<file path="config.mk">
export PLATFORM = sky130hd
export DESIGN_NAME = fetch_stage_flat
export DESIGN_NICKNAME = d
export VERILOG_FILES = /design/src/rtl/fetch_stage_if.sv /design/src/rtl/fetch_stage.sv /design/src/flat_wrapper.sv
export SDC_FILE = /design/constraint.sdc
export NUM_CORES = 1
export LEC_CHECK = 0
export CORE_MARGIN = 10
export CORE_UTILIZATION = 44
export DETAILED_ROUTE_END_ITERATION = 12
export PLACE_DENSITY = 0.95
export SLEW_MARGIN = 20
export SYNTH_ARGS = -nofsm -noshare
export SYNTH_HDL_FRONTEND = slang
export SYNTH_SLANG_ARGS = --single-unit
</file>
<file path="constraint.sdc">
create_clock -name clk -period 6.5 [get_ports clk]
set_input_delay 1.3 -clock clk [delete_from_list [all_inputs] [get_ports clk]]
set_output_delay 1.3 -clock clk [all_outputs]
set_load 0.03 [all_outputs]
</file>
<file path="src/rtl/fetch_stage_if.sv">
// Instruction-memory port of the fetch stage: a request strobe plus address out,
// a response strobe plus data back.
interface fetch_stage_if;
    logic        IMemReq;
    logic [31:0] IMemAddr;
    logic        IMemValid;
    logic [31:0] IMemRdata;

    // Handshake: IMemReq is a one-cycle strobe with IMemAddr valid in that cycle.
    // The memory returns exactly one IMemValid pulse, carrying IMemRdata, at least
    // one cycle later. There is no ready signal, and at most one request is
    // outstanding at any time.
    modport master (output IMemReq, IMemAddr, input IMemValid, IMemRdata);
    modport slave  (input IMemReq, IMemAddr, output IMemValid, IMemRdata);
endinterface

</file>
<file path="src/rtl/fetch_stage.sv">
// RISC-V instruction-fetch stage: owns the PC and drives a single-outstanding imem port.
// Optional FETCH_PERF_EN adds FetchCount/StallCount performance counters.
module fetch_stage #(
    parameter logic [31:0] RESET_PC  = 32'h0000_0000,
    parameter logic [31:0] NOP_INSTR = 32'h0000_0013
) (
    input  logic                 clk,
    input  logic                 rst_n,
    input  logic                 Stall,
    input  logic                 PCSrcE,
    input  logic [31:0]          PCTargetE,
    fetch_stage_if.master        imem,
    output logic [31:0]          InstrF,
    output logic [31:0]          PCPlus4F,
    output logic [31:0]          PCF,
    output logic                 FetchValidF,
    output logic [1:0]           o_dbg_state
`ifdef FETCH_PERF_EN
    ,
    output logic [31:0]          FetchCount,
    output logic [31:0]          StallCount
`endif
);

    typedef enum logic [1:0] {
        S_REQ  = 2'd0,
        S_WAIT = 2'd1,
        S_HOLD = 2'd2,
        S_DROP = 2'd3
    } state_t;

    state_t      r_state;
    state_t      w_next_state;
    logic [31:0] r_pc;
    logic [31:0] w_next_pc;
    logic [31:0] r_instr;
    logic        r_valid;
    logic        w_next_valid;
    logic        w_capture;
    logic        w_req;
    logic        w_consume;
    logic [31:0] w_target;
    logic [31:0] w_pc_plus4;

    assign w_target   = PCTargetE & 32'hFFFF_FFFC;
    assign w_pc_plus4 = r_pc + 32'd4;
    assign w_consume  = r_valid && !Stall && !PCSrcE;

    always_ff @(posedge clk or negedge rst_n) begin
        if (!rst_n) begin
            r_state <= S_REQ;
            r_pc    <= RESET_PC;
            r_instr <= NOP_INSTR;
            r_valid <= 1'b0;
        end else begin
            r_state <= w_next_state;
            r_pc    <= w_next_pc;
            r_valid <= w_next_valid;
            if (w_capture) begin
                r_instr <= imem.IMemRdata;
            end
        end
    end

    // A redirect always wins; a response that races it is simply not captured.
    always_comb begin
        w_next_state = r_state;
        w_next_pc    = r_pc;
        w_next_valid = r_valid;
        w_capture    = 1'b0;
        w_req        = 1'b0;
        case (r_state)
            S_REQ: begin
                if (PCSrcE) begin
                    w_next_pc = w_target;
                end else begin
                    w_req        = 1'b1;
                    w_next_state = S_WAIT;
                end
            end
            S_WAIT: begin
                if (PCSrcE) begin
                    w_next_pc    = w_target;
                    w_next_state = imem.IMemValid ? S_REQ : S_DROP;
                end else if (imem.IMemValid) begin
                    w_capture    = 1'b1;
                    w_next_valid = 1'b1;
                    w_next_state = S_HOLD;
                end
            end
            S_HOLD: begin
                if (PCSrcE) begin
                    w_next_pc    = w_target;
                    w_next_valid = 1'b0;
                    w_next_state = S_REQ;
                end else if (!Stall) begin
                    w_next_pc    = w_pc_plus4;
                    w_next_valid = 1'b0;
                    w_next_state = S_REQ;
                end
            end
            S_DROP: begin
                if (PCSrcE) begin
                    w_next_pc = w_target;
                end
                if (imem.IMemValid) begin
                    w_next_state = S_REQ;
                end
            end
            default: begin
                w_next_state = S_REQ;
                w_next_valid = 1'b0;
            end
        endcase
    end

    // The request strobe is masked during reset because the FSM sits in S_REQ there.
    assign imem.IMemReq  = w_req & rst_n;
    assign imem.IMemAddr = r_pc;

    assign PCF         = r_pc;
    assign PCPlus4F    = w_pc_plus4;
    assign FetchValidF = r_valid;
    assign InstrF      = r_valid ? r_instr : NOP_INSTR;
    assign o_dbg_state = r_state;

`ifdef FETCH_PERF_EN
    logic [31:0] r_fetch_count;
    logic [31:0] r_stall_count;

    always_ff @(posedge clk or negedge rst_n) begin
        if (!rst_n) begin
            r_fetch_count <= 32'd0;
            r_stall_count <= 32'd0;
        end else begin
            if (w_consume) begin
                r_fetch_count <= r_fetch_count + 32'd1;
            end
            if (r_valid && Stall && !PCSrcE) begin
                r_stall_count <= r_stall_count + 32'd1;
            end
        end
    end

    assign FetchCount = r_fetch_count;
    assign StallCount = r_stall_count;
`else
    logic w_unused_consume;
    assign w_unused_consume = w_consume;
`endif

    // A response is only legal while a request is outstanding.
    a_no_stray_response: assert property (
        @(posedge clk) disable iff (!rst_n)
        imem.IMemValid |-> (r_state == S_WAIT || r_state == S_DROP)
    );

endmodule

</file>
<file path="src/flat_wrapper.sv">
// flat-port wrapper written by rule: the top's interface ports become plain ports
module fetch_stage_flat 
#(
    parameter logic [31:0] RESET_PC  = 32'h0000_0000,
    parameter logic [31:0] NOP_INSTR = 32'h0000_0013
)
  (clk, rst_n, Stall, PCSrcE, PCTargetE, InstrF, PCPlus4F, PCF, FetchValidF, o_dbg_state, imem_IMemReq, imem_IMemAddr, imem_IMemValid, imem_IMemRdata);
  fetch_stage_if imem_i ();
  input  logic clk;
  input  logic rst_n;
  input  logic Stall;
  input  logic PCSrcE;
  input  logic [31:0] PCTargetE;
  output logic [31:0] InstrF;
  output logic [31:0] PCPlus4F;
  output logic [31:0] PCF;
  output logic FetchValidF;
  output logic [1:0] o_dbg_state;
  output wire logic [$bits(imem_i.IMemReq)-1:0] imem_IMemReq;
  output wire logic [$bits(imem_i.IMemAddr)-1:0] imem_IMemAddr;
  input wire logic [$bits(imem_i.IMemValid)-1:0] imem_IMemValid;
  input wire logic [$bits(imem_i.IMemRdata)-1:0] imem_IMemRdata;
  assign imem_IMemReq = imem_i.IMemReq;
  assign imem_IMemAddr = imem_i.IMemAddr;
  assign imem_i.IMemValid = imem_IMemValid;
  assign imem_i.IMemRdata = imem_IMemRdata;
  fetch_stage #(.RESET_PC(RESET_PC), .NOP_INSTR(NOP_INSTR)) u_core (.clk(clk), .rst_n(rst_n), .Stall(Stall), .PCSrcE(PCSrcE), .PCTargetE(PCTargetE), .imem(imem_i), .InstrF(InstrF), .PCPlus4F(PCPlus4F), .PCF(PCF), .FetchValidF(FetchValidF), .o_dbg_state(o_dbg_state));
endmodule
</file>
Word-level counts from Yosys, hierarchy flattened --
Cells that the tools add are included.
Word-level totals: memory bits (writable) 0, flip-flop bits (word level) 67, logic and storage cells 45, ROM bits 0, latch bits 0, memories 0
Cells by class: mux-type cells 23, divide/modulo/power cells 0, shift-type cells 0, reductions and logical operators 6, order comparisons 0, add/sub/neg operators 1, bitwise logic cells 1, $mul 0, equal/unequal tests 10
Operators by type and width (count):
- 2-to-1 mux 32 bit | 4
- case mux 32 bit (2 select lines) | 1
- adder 32 x 3 -> 32 bit, second input constant | 1
- 2-to-1 mux 2 bit | 7
- 2-to-1 mux 1 bit | 9
- inequality test 2 bit, second input constant | 4
- case mux 2 bit (4 select lines) | 1
- AND reduction 4 bit | 2
- inequality test 3 bit, second input constant | 2
- == test 2 bit, second input constant | 2
- OR reduction 3 bit | 1
- == test 2 x 1 -> 1 bit, second input constant | 1
- logical NOT 2 bit | 1
- inequality test 2 x 1 -> 1 bit, second input constant | 1
- case mux 1 bit (2 select lines) | 1
- AND reduction 2 bit | 1
- nonzero test 2 bit | 1
- bitwise AND 1 bit | 1

Logic depth before layout (Yosys ltp) --
depth after elaboration 4, gate-level depth with buffers 7

Least setup slack after synthesis --
OpenSTA, ideal clock, no wires.
path type reg2out, from register u_core.r_pc[2] (netlist: u_core.PCF[2]), to output port PCPlus4F[26], required time 5.200 ns, cell stages (with the launch flop) 8, data arrival time 2.407 ns, path buffers 1, slack 2.793 ns, path through dfrtp_1 -> ha_1 -> nand3_1 -> nor3_1 -> and2_1 -> buf_2 -> nand3_1 -> xnor2_1
Between the ends: longest elaborated chain between the ends 1
Ends and longest elaborated chain:
- from (decl) | RTL line fetch_stage.sv:34 | logic [31:0] r_pc;
- from (signal assigned) | RTL line fetch_stage.sv:57 | r_pc <= w_next_pc;
- adder 32 x 3 -> 32 bit | RTL line fetch_stage.sv:46 | assign w_pc_plus4 = r_pc + 32'd4;
- to (decl) | RTL line flat_wrapper.sv:15 | output logic [31:0] PCPlus4F;
Every way passes these cells.

Worst setup path in the final report --
from register u_core.r_pc[2] (netlist: u_core.PCF[2]), to output port PCPlus4F[24]
The elaborated chain is that of the path after synthesis.

==> results.toml <==
[status]
status = "completed"

[synth]
yosysTopAreaCell = "dfrtp_1"
yosysWarnings = 0
syn_inst = 409
async_flop_share_pct = 100.0
synth_seq_cells = 65
synthTopCellsByArea = "dfrtp_1, mux2_2, buf_4"
synth_top_area_share_pct = 39.12
synth_edf_count = 0
post_synth_num_cell_types = 43
yosysSeqAreaShare_pct = 41.10
synth_ff_type = "dfrtp_1"
mappedNetlistArea_sq_um = 3966
syn_avg_cell_area_sq_um = 9.698

[pwr]
p_clk_share_pct = 16.9
peakVddDrop_v = 0.0001664
p_sw_mw = 0.8800
seq_power_share_pct = 30.6
p_leak_nw = 2.315
p_total_mw = 2.134
pwr-share-comb_pct = 52.5
p_per_area_nw_per_um2 = 362.7
p_sw_share_pct = 41.24
p_int_mw = 1.254

[floorplan]
die-area_sq_um = 13210
die_w_microns = 114.9
design.portCount = 201
initial_core_util_pct = 45.26
rows = 34
die_h_microns = 114.9
design.core.area_sq_um = 8763

[finish]
nets = 631
layout.cells.non_filler = 674
fillerInstances = 663
fin_util_pct = 67.13
final_cell_mix = "clkdlybuf4s50_1, dfrtp_1, nand2_1, and2_1, mux2_2"
final_area_sq_um = 5883
area_delta_synth_final_pct = 48.33
final_common_cell = "clkdlybuf4s50_1"
antenna-diode-count = 0
layout-drive-gt1-share_pct = 11.48

[placed_design]
numPortBuffers = 192
place_worst_setup_slack_ns = 2.182
place_area_sq_um = 5669
dp.cells = 658
place_hpwl_mm = 9.536
gp_congestion = 0.7974

[clock_tree]
postCtsSetupBuffers = 0
clkSinkCount = 65
ctsHoldBuffers = 0
clock_path_buffers = 2
cts_tree = "done"
cts-resized-gates = 0
clk_latency_ns = 0.33
cts_made_buffers = 9
cts_root_buf = "clkbuf_8"
path_clk_slew_ns = 0.09
htreeDepth = 3

[sta]
setup_viol = 0
post-route-period-util_pct = 71.51
fin_ws_ns = 1.852
slew_headroom_pct = 44.68
slew_viol_final = 0
max_freq_mhz = 215.2
clock_skew_ns = 0.01632
hold_viol_final = 0
whs_ns = 0.5023
min_period_ns = 4.648
tightest_slew_ns = 0.8298
rsz0062_at_grt = "false"
tns_ns = 0

[global_routing]
grt_overflow = 0
grt_pass1_vias = 3696
grt_max_degree = 67
grt_pass1_wl_mm = 19.28
antenna_found_initial = 0
grt_usage_pct = 17.89

[drt]
first_iter_violations = 184
drc = 0
drt.antenna.violating_nets = 0
wire_per_inst_microns = 18.07
totalWireLength_mm = 12.18
firstDrtPassIters = 7
routed_via_density = 5.039
vias = 3396

[worst_hold_path]
hp-class = "reg2reg"

[critical_path]
arrival_ns = 3.35
cpLargestDelayFamily = "simple AND/OR/NAND/NOR gates"
cpMaxStageDelayCell = "clkdlybuf4s50_1"
start_kind = "flop"
critPathMaxFanout = 8
crit_required_ns = 5.20
cpPeakStageDelay_ns = 0.71
crit_type = "reg2out"
worst_setup_path_end_kind = "primary output"
path_cells = "ha_1 > nand3_1 > nor3_1 > and2_1 > nand3_1 > xnor2_1 > clkdlybuf4s50_1"
crit_top_cell = "nand3_1"
path_buf_inv = 1

[job]
drv_cap = 0
worst paths after layout:
path / from / end / slack (ns) / depth (start not counted)
worst max register to register: u_core.PCF[2] / u_core.PCF[16] / 4.02 / 6
min in group asynchronous: rst_n / u_core.r_instr[8] / 1.15 / 2
worst max-delay path: u_core.PCF[2] / PCPlus4F[24] / 1.85 / 7
worst min-delay path: u_core.r_instr[16] / u_core.r_instr[16] / 0.50 / 1
max in group asynchronous: rst_n / u_core.PCF[25] / 4.80 / 2
worst min register to register: u_core.r_instr[16] / u_core.r_instr[16] / 0.50 / 1
cell families (layout without fill, tap and decap cells):
logic type / count (synthesis) / in the layout / synth area share, %
compound gates: 37 / 37 / 4.921
xor+xnor: 55 / 55 / 12.15
fa+ha+maj: 1 / 1 / 0.3154
buf+inv: 62 / 214 / 10.00
flops: 65 / 65 / 41.10
mux: 34 / 34 / 9.621
other cells: 1 / 6 / 0.09455
simple gates: 154 / 154 / 21.80
final cells by class:
class,instances,area (sq um),area share [%]
flip-flops and latches,65,1630,27.71
repair buffers,195,1934,32.88
clock buffers,11,151.4,2.573
multi-input cells,287,1958,33.28
inverters,3,11.26,0.1914
well taps,108,135.1,2.297
clock inverters,5,62.56,1.063
synth_stat cells, types with 2 or more instances:
| cell | instances |
|---|---|
| nand4_1 | 11 |
| buf_4 | 36 |
| buf_2 | 9 |
| nand3_1 | 22 |
| nor3_1 | 5 |
| o21ai_0 | 22 |
| and3_1 | 4 |
| clkbuf_2 | 2 |
| dfstp_2 | 3 |
| clkbuf_1 | 10 |
| inv_1 | 3 |
| nor3b_1 | 3 |
| a21oi_1 | 2 |
| mux2_2 | 30 |
| nand2_1 | 48 |
| nor3_4 | 2 |
| xnor2_1 | 27 |
| dfrtp_1 | 62 |
| xor2_1 | 28 |
| nor2_1 | 7 |
| buf_6 | 2 |
| nand2b_1 | 4 |
| and2_1 | 37 |
| a31oi_1 | 2 |
| mux2_1 | 3 |
| o21ai_1 | 8 |
power groups by stage:
stage               logic [mW]  clock network (mW)  registers [mW]
global placement          1.11                   0           0.647
CTS                       1.14               0.369           0.652
detailed placement        1.13                   0           0.661
floorplan                0.669                   0           0.654
global route              1.18               0.387           0.677
finish                    1.12               0.361           0.652
flip-flops by register name, summed over array words and instances, names as in the netlist:
register and count:
u_core.r_instr 32, u_core.o_dbg_state 2, u_core.FetchValidF 1, u_core.PCF 30
per-layer routing:
layer	vias up	wire, microns	GRT usage (%)	share of wire, %
met4	0	126	4.538	1.0
met3	12	1390	7.656	11
li1	1623	-	-	-
met2	162	6111	31.68	50
met5	-	0	0	0
met1	1599	4551	19.13	37
No activity file was read; power rests on OpenSTA's default activity.
